<file path="config.mk">
export PLATFORM = sky130hd
export DESIGN_NAME = serial_subtractor
export DESIGN_NICKNAME = d
export VERILOG_FILES = /design/src/rtl/serial_sub_pkg.sv /design/src/rtl/full_subtractor_cell.sv /design/src/rtl/serial_subtractor.sv
export SDC_FILE = /design/constraint.sdc
export NUM_CORES = 1
export LEC_CHECK = 0
export ABC_AREA = 1
export BUFFER_PORTS_ARGS = -buffer_cell sky130_fd_sc_hd__clkbuf_2
export CAP_MARGIN = 0
export CORE_ASPECT_RATIO = 0.6
export CORE_MARGIN = 2
export CORE_UTILIZATION = 40
export DETAILED_ROUTE_END_ITERATION = 6
export PLACE_DENSITY_LB_ADDON = 0.12
export SETUP_SLACK_MARGIN = 0.15
export SYNTH_ARGS = -nofsm -noshare
export SYNTH_HDL_FRONTEND = slang
export SYNTH_SLANG_ARGS = --single-unit
</file>
<file path="constraint.sdc">
create_clock -name clk -period 1.19 [get_ports clk]
set_input_delay 0.357 -clock clk [delete_from_list [all_inputs] [get_ports clk]]
set_output_delay 0.357 -clock clk [all_outputs]
set_load 0.02 [all_outputs]
</file>
<file path="src/rtl/serial_sub_pkg.sv">
// rtl/serial_sub_pkg.sv - shared FSM encoding, width default and counter sizing for serial_subtractor
package serial_sub_pkg;

   typedef enum logic [1:0] {
      IDLE = 2'd0,
      RUN  = 2'd1,
      DONE = 2'd2
   } state_e;

   localparam int WIDTH_DEFAULT = 32;

   // Bit counter must hold 0..w-1; keep at least one bit for w=2.
   function automatic int cnt_width(input int w);
      return (w <= 2) ? 1 : $clog2(w);
   endfunction

endpackage

</file>
<file path="src/rtl/full_subtractor_cell.sv">
// rtl/full_subtractor_cell.sv - combinational one-bit full subtractor (a - b - bi)
module full_subtractor_cell (
   output logic d,
   output logic bo,
   input  logic a,
   input  logic b,
   input  logic bi
);

   assign d  = a ^ b ^ bi;
   assign bo = (~a & b) | (~a & bi) | (b & bi);

endmodule

</file>
<file path="src/rtl/serial_subtractor.sv">
// rtl/serial_subtractor.sv - bit-serial a - b - bin, LSB first; optional ovf output under SERIAL_SUB_OVERFLOW_EN
module serial_subtractor
   import serial_sub_pkg::*;
#(
   parameter int WIDTH = WIDTH_DEFAULT
) (
   input  logic             clk,
   input  logic             rst_n,
   input  logic             start,
   input  logic [WIDTH-1:0] a,
   input  logic [WIDTH-1:0] b,
   input  logic             bin,
   output logic             busy,
   output logic             done,
   output logic [WIDTH-1:0] diff,
   output logic             bout
`ifdef SERIAL_SUB_OVERFLOW_EN
   ,
   output logic             ovf
`endif
);

   localparam int CW = cnt_width(WIDTH);

   state_e           state_q, state_d;
   logic [WIDTH-1:0] a_q, a_d, b_q, b_d, diff_q, diff_d;
   logic [CW-1:0]    cnt_q, cnt_d;
   logic             br_q, br_d, bout_q, bout_d;
   logic             busy_q, done_q;
   logic             cell_d, cell_bo;
`ifdef SERIAL_SUB_OVERFLOW_EN
   logic             ovf_q, ovf_d;
`endif

   full_subtractor_cell u_cell (
      .d  (cell_d),
      .bo (cell_bo),
      .a  (a_q[0]),
      .b  (b_q[0]),
      .bi (br_q)
   );

   always_comb begin
      state_d = state_q;
      a_d     = a_q;
      b_d     = b_q;
      diff_d  = diff_q;
      cnt_d   = cnt_q;
      br_d    = br_q;
      bout_d  = bout_q;
`ifdef SERIAL_SUB_OVERFLOW_EN
      ovf_d   = ovf_q;
`endif
      case (state_q)
         IDLE: begin
            if (start) begin
               state_d = RUN;
               a_d     = a;
               b_d     = b;
               br_d    = bin;
               cnt_d   = '0;
            end
         end
         RUN: begin
            a_d    = a_q >> 1;
            b_d    = b_q >> 1;
            br_d   = cell_bo;
            diff_d = {cell_d, diff_q[WIDTH-1:1]};
            cnt_d  = cnt_q + CW'(1);
            if (cnt_q == CW'(WIDTH - 1)) begin
               state_d = DONE;
               bout_d  = cell_bo;
`ifdef SERIAL_SUB_OVERFLOW_EN
               // On the last bit the shift registers hold the operand MSBs.
               ovf_d   = (a_q[0] != b_q[0]) && (cell_d != a_q[0]);
`endif
            end
         end
         DONE:    state_d = IDLE;
         default: state_d = IDLE;
      endcase
   end

   always_ff @(posedge clk) begin
      if (!rst_n) begin
         state_q <= IDLE;
         a_q     <= '0;
         b_q     <= '0;
         diff_q  <= '0;
         cnt_q   <= '0;
         br_q    <= 1'b0;
         bout_q  <= 1'b0;
         busy_q  <= 1'b0;
         done_q  <= 1'b0;
`ifdef SERIAL_SUB_OVERFLOW_EN
         ovf_q   <= 1'b0;
`endif
      end else begin
         state_q <= state_d;
         a_q     <= a_d;
         b_q     <= b_d;
         diff_q  <= diff_d;
         cnt_q   <= cnt_d;
         br_q    <= br_d;
         bout_q  <= bout_d;
         busy_q  <= (state_d == RUN);
         done_q  <= (state_d == DONE);
`ifdef SERIAL_SUB_OVERFLOW_EN
         ovf_q   <= ovf_d;
`endif
      end
   end

   assign busy = busy_q;
   assign done = done_q;
   assign diff = diff_q;
   assign bout = bout_q;
`ifdef SERIAL_SUB_OVERFLOW_EN
   assign ovf  = ovf_q;
`endif

endmodule

</file>
# == Word level (Yosys, flattened, before mapping) ==
# Cells that the tools add are included.
# op_classes
reduce_logical,4
n_eq_ne,5
mux,11
bitwise_logic,8
n_addsub,1
# ops
operator,n
32-bit one-hot mux with 2 select lines,2
32-bit two-way mux,2
5-bit one-hot mux with 2 select lines,1
5-bit by 1-bit adder with 5-bit output (second input constant),1
5-bit == test (second input constant),1
5-bit two-way mux,1
2-bit by 1-bit == test with 1-bit output (second input constant),2
2-bit two-way mux,2
2-bit one-hot mux with 2 select lines,1
2-bit AND reduction,2
1-bit bitwise AND,3
2-bit == test (second input constant),1
2-bit logical NOT,1
2-bit != test (second input constant),1
1-bit OR,2
1-bit one-hot mux with 2 select lines,1
2-bit nonzero test,1
1-bit XOR,2
1-bit two-way mux,1
1-bit NOT,1
# word_totals
in_bits,68
out_inout_bits,35
ff_bits,107
elab_cells,38

# == Depth between registers and ports, before layout ==
# logic_depth
depth_word,5
ltp_mapped,9
depth_no_buf,9

# == Cells and area by module ==
# From an unflattened synthesis, not the netlist that was laid out.
# hier_totals
cells_unflattened,723
area_unflattened_um2,4748.3
# by_module_without_submodules
module,cells_each,area_per_inst_um2,instances,seq_area_each_um2
serial_subtractor,720,4720.8,1,2142.1
full_subtractor_cell,3,27.5,1,0.0

# == Worst setup path before layout ==
# OpenSTA, ideal clock, no wires.
# synth_timing
kind,reg-to-reg
startpoint,register cnt_q[0]
endpoint,register bout_q (netlist: bout)
arrival_time_ns,1.172
path_buffers,0
path_stages_with_launch,10
synth_period_minus_slack_ns,1.287
required_time_ns,1.074
setup_ns,0.116
path_slack_ns,-0.097
path_cell_list,dfxtp_1 > ha_1 > inv_1 > nor3_1 > ha_1 > nand2_1 > nor2_1 > inv_1 > nor2_1 > nor2_1
# synth_via
elab_chain_len,2
# synth_lines
element,line,text
from (decl),serial_subtractor.sv:27,"logic [CW-1:0] cnt_q, cnt_d;"
from (signal assigned),serial_subtractor.sv:103,cnt_q <= cnt_d;
5-bit == test,serial_subtractor.sv:70,if (cnt_q == CW'(WIDTH - 1)) begin
2-bit AND reduction (no line),-,
to (signal assigned),serial_subtractor.sv:105,bout_q <= bout_d;
to (decl),serial_subtractor.sv:28,"logic br_q, br_d, bout_q, bout_d;"
# Every way passes these cells.
# A chain may end at the register's enable or synchronous reset.

# == Worst setup path in the final report ==
# layout_timing
startpoint,register cnt_q[1]
endpoint,register bout_q (netlist: bout)
# Same word-level chain as after synthesis.

==> qor.tcl <==
set qor(run_status) {finished with violations}
set qor(failing_checks) {negative setup slack}
set qor(yosys_register_bits) 107
set qor(cp-end-kind) {flip-flop}
set qor(setup_ws_pre_cts_ps) -144.3
set qor(holdCritPathClass) {in -> reg}
set qor(worst_pin_slew_ps) 407.0
set qor(ff2ff_setup_slack_ps) -250
set qor(layout.area.seq_sq_um) 2212
set qor(area_delta_synth_final_pct) 78.06
set qor(nNetsFinal) 962
set qor(number_of_rows_in_the_core_area) 30
set qor(cts_made_buffers) 9
set qor(floorplan.die.width_um) 144.4
set qor(dr_total_vias) 5388
set qor(antenna-diode-count) 0
set qor(yosysWarnings) 0
set qor(power.density_cell_area_nw_per_um2) 1095
set qor(yosysSeqAreaShare) 0.4530
set qor(max_cap_viol_count) 0
set qor(place.port_buffers) 102
set qor(power.share.switching) 0.2963
set qor(design.portCount) 103
set qor(p_switching_mw) 2.732
set qor(synth.top_cell.area_share) 0.4530
set qor(final_antenna_net_count) 0
set qor(route.detailed.wl_per_inst_um) 17.51
set qor(core_region_area_sq_um) 11410
set qor(post_synth_inst_count) 719
set qor(synth_cell_type_count) 18
set qor(hpwlAfterDp_mm) 7.570
set qor(initial_antenna_violation_count) 0
set qor(grt_pass1_vias) 4641
set qor(clock_sink_count) 107
set qor(clkTransAtPathRegs_ps) 70
set qor(initial_utilization) 0.4144
set qor(gp_congestion) 0.7381
set qor(timing_max_transition_violations_final) 0
set qor(drive_gt1_frac) 0.4821
set qor(postSynthNetCount) 790
set qor(power.share.combinational) 0.276
set qor(crit_chain) {ha_4, inv_4, nor3_4, ha_2, nand2_2, nor2_4, inv_2, nor2_1, nor2_1}
set qor(detailedRoute.firstPassIterationCount) 5
set qor(cell_internal_pwr_mw) 6.486
set qor(setup.worst_path.start_class) {flip-flop}
set qor(cts_max_path_buffers) 2
set qor(clkPwrFrac) 0.292
set qor(global_route.overflow_total) 0
set qor(final_hold_viol_count) 0
set qor(critPathMostFrequentCell) {nor2_1}
set qor(worstSetupPathType) {reg -> reg}
set qor(period_minus_slack_ps) 1437
set qor(p_seq_frac) 0.432
set qor(maximum_vdd_drop_uv) 666.8
set qor(cts_tree) {yes}
set qor(syn_area_per_cell_sq_um) 6.576
set qor(depth_of_the_critical_timing_path_with_buffers_and_inverters_included) 9
set qor(crit_fanout) 3
set qor(detail_route.vias_per_cell) 5.112
set qor(initialDrtViolationCount) 409
set qor(die-area_sq_um) 12730
set qor(clock_skew_ps) 5.509
set qor(timing.critical_path.buf_inv) 2
set qor(crit_path_max_incr_delay_ps) 360
set qor(timing.final.ws_setup_ps) -246.8
set qor(detail_route.wirelength_mm) 18.46
set qor(synth_top_cell_by_area) {dfxtp_1}
set qor(dieHeight_um) 88.22
set qor(critPathArrivalTime_ps) 1680
set qor(worstSetupEndpoint) {bout}
set qor(timing.final.setup_violations) 113
set qor(worst_case_hold_slack_ps) 250.9
set qor(clk_latency_ps) 350
set qor(critical_path.startpoint) {cnt_q[1]}
set qor(rsz0062_at_grt) {true}
set qor(area_taken_by_multi_input_logic_gates_sq_um) 3009
set qor(htree_levels) 3
set qor(cell_family_with_most_cp_delay) {simple AND/OR/NAND/NOR gates}
set qor(r2r-start) {cnt_q[1]}
set qor(synth.area.top_cells) {dfxtp_1 45%, nor2_1 15%, nand3_1 12%}
set qor(drcViolationCount) 0
set qor(fmaxAchievable_ghz) 0.6960
set qor(p_leak_nw) 3.977
set qor(finalCritPeriodShare) 1.207
set qor(cts-hold-fix-buffers) 0
set qor(r2r_cells) 9
set qor(grt_start_max_net_pins) 45
set qor(required_ps) 1430
set qor(filler_cell_count) 775
set qor(syn-cell-area_sq_um) 4728
set qor(worstReg2RegEnd) {bout}
set qor(clockRootBuffer) {clkbuf_16}
set qor(grtUsageTotal) 0.2458
set qor(cp_slowest_cell) {dfxtp_2}
set qor(grt_pass1_wl_mm) 24.14
set qor(max_slew_margin) 0.7287
worst min-delay path by stage:
stage	slack, ps	endpoint	cells after the start	start
after floorplan	440	cnt_q[0]	1	cnt_q[0]
after global placement	470	a_q[31]	2	a_q[31]
after detailed placement	480	diff[0]	2	diff[0]
after CTS	230	b_q[31]	3	b[31]
after global routing	250	b_q[31]	3	b[31]
final	250	a_q[31]	3	a[31]
worst register-to-register path: stages (launching register included):
cell and delay, ps:
dfxtp_2 360, ha_4 150, inv_4 40, nor3_4 130
ha_2 220, nand2_2 80, nor2_4 100, inv_2 60
nor2_1 120, nor2_1 60
repair_timing:
| item | in CTS | in global routing |
|---|---|---|
| gates resized for setup | 212 | 203 |
| gates cloned | 15 | 11 |
| pin swaps | 24 | 70 |
| setup endpoints to repair | 142 | 142 |
| endpoints found under the hold margin | 0 | 0 |
| setup buffers | 46 | 10 |
power groups by stage:
stage / logic, mW / clock network [mW] / registers [mW]
floorplan: 0.726 / 0 / 4.10
global placement: 1.23 / 0 / 4.01
detailed placement: 1.25 / 0 / 4.02
CTS: 1.98 / 2.72 / 3.95
global route: 2.69 / 2.87 / 4.00
finish: 2.55 / 2.69 / 3.98
routing by layer:
metal,global-route usage,vias to the layer above,share of wire,routed length [um]
met5,0,-,0,0
met4,0.05914,0,0.017,319
met3,0.05303,28,0.066,1218
met2,0.3886,194,0.47,8734
met1,0.3468,2581,0.44,8186
li1,-,2585,-,-
layout by cell type, fill, tap and decap left out, drive strengths merged:
master,n
nor2,186
nand2,140
buf,132
nand3,118
dfxtp,107
clkbuf,86
inv,70
o21ai,36
a21oi,7
clkinv,5
and3,2
ha,2
nor3,1
fa,1
bufbuf,1
kinds of logic after synthesis:
logic type,count (synthesis),share of synthesized area
simple gates,447,0.3885
buf+inv,119,0.1035
flops,107,0.4530
compound gates,43,0.04551
fa+ha+maj,3,0.009526
synth_stat cells:
library cell	count
nor3_1	1
nor2_1	185
buf_1	6
o21ai_0	36
nand3_1	118
dfxtp_1	107
nor2_2	1
clkbuf_1	18
and3_1	2
buf_2	19
buf_4	5
fa_1	1
ha_1	2
nand2_1	139
clkinv_1	1
inv_1	70
a21oi_1	7
nand2_2	1
layout make-up:
cell class / count / share of cell area
inverters: 71 / 0.03284
clock buffers: 10 / 0.02720
repair buffers: 209 / 0.2937
well taps: 160 / 0.02378
multi-input cells: 493 / 0.3574
flip-flops and latches: 107 / 0.2627
clock inverters: 4 / 0.002378
state kept, by name, summed over array words and instances (netlist names):
register / flops
cnt_q: 5
br_q: 1
diff: 32
state_q: 2
b_q: 32
done: 1
a_q: 32
bout: 1
busy: 1
stage by stage:
step / power (mW) / TNS [ps] / cell area (sq um) / util / cells
3_5_place_dp: 5.269 / -5963 / 5602 / 0.4909 / 958
3_3_place_gp: 5.238 / -3754 / 5602 / 0.4909 / 958
6_report: 9.217 / -12770 / 8419 / 0.7378 / 1054
2_1_floorplan: 4.822 / -55.20 / 4830 / - / 719
5_1_grt: 9.562 / -16250 / 8419 / 0.7378 / 1054
4_1_cts: 8.656 / -4010 / 7286 / 0.6385 / 1033
Power figures use the tool's default switching activity.
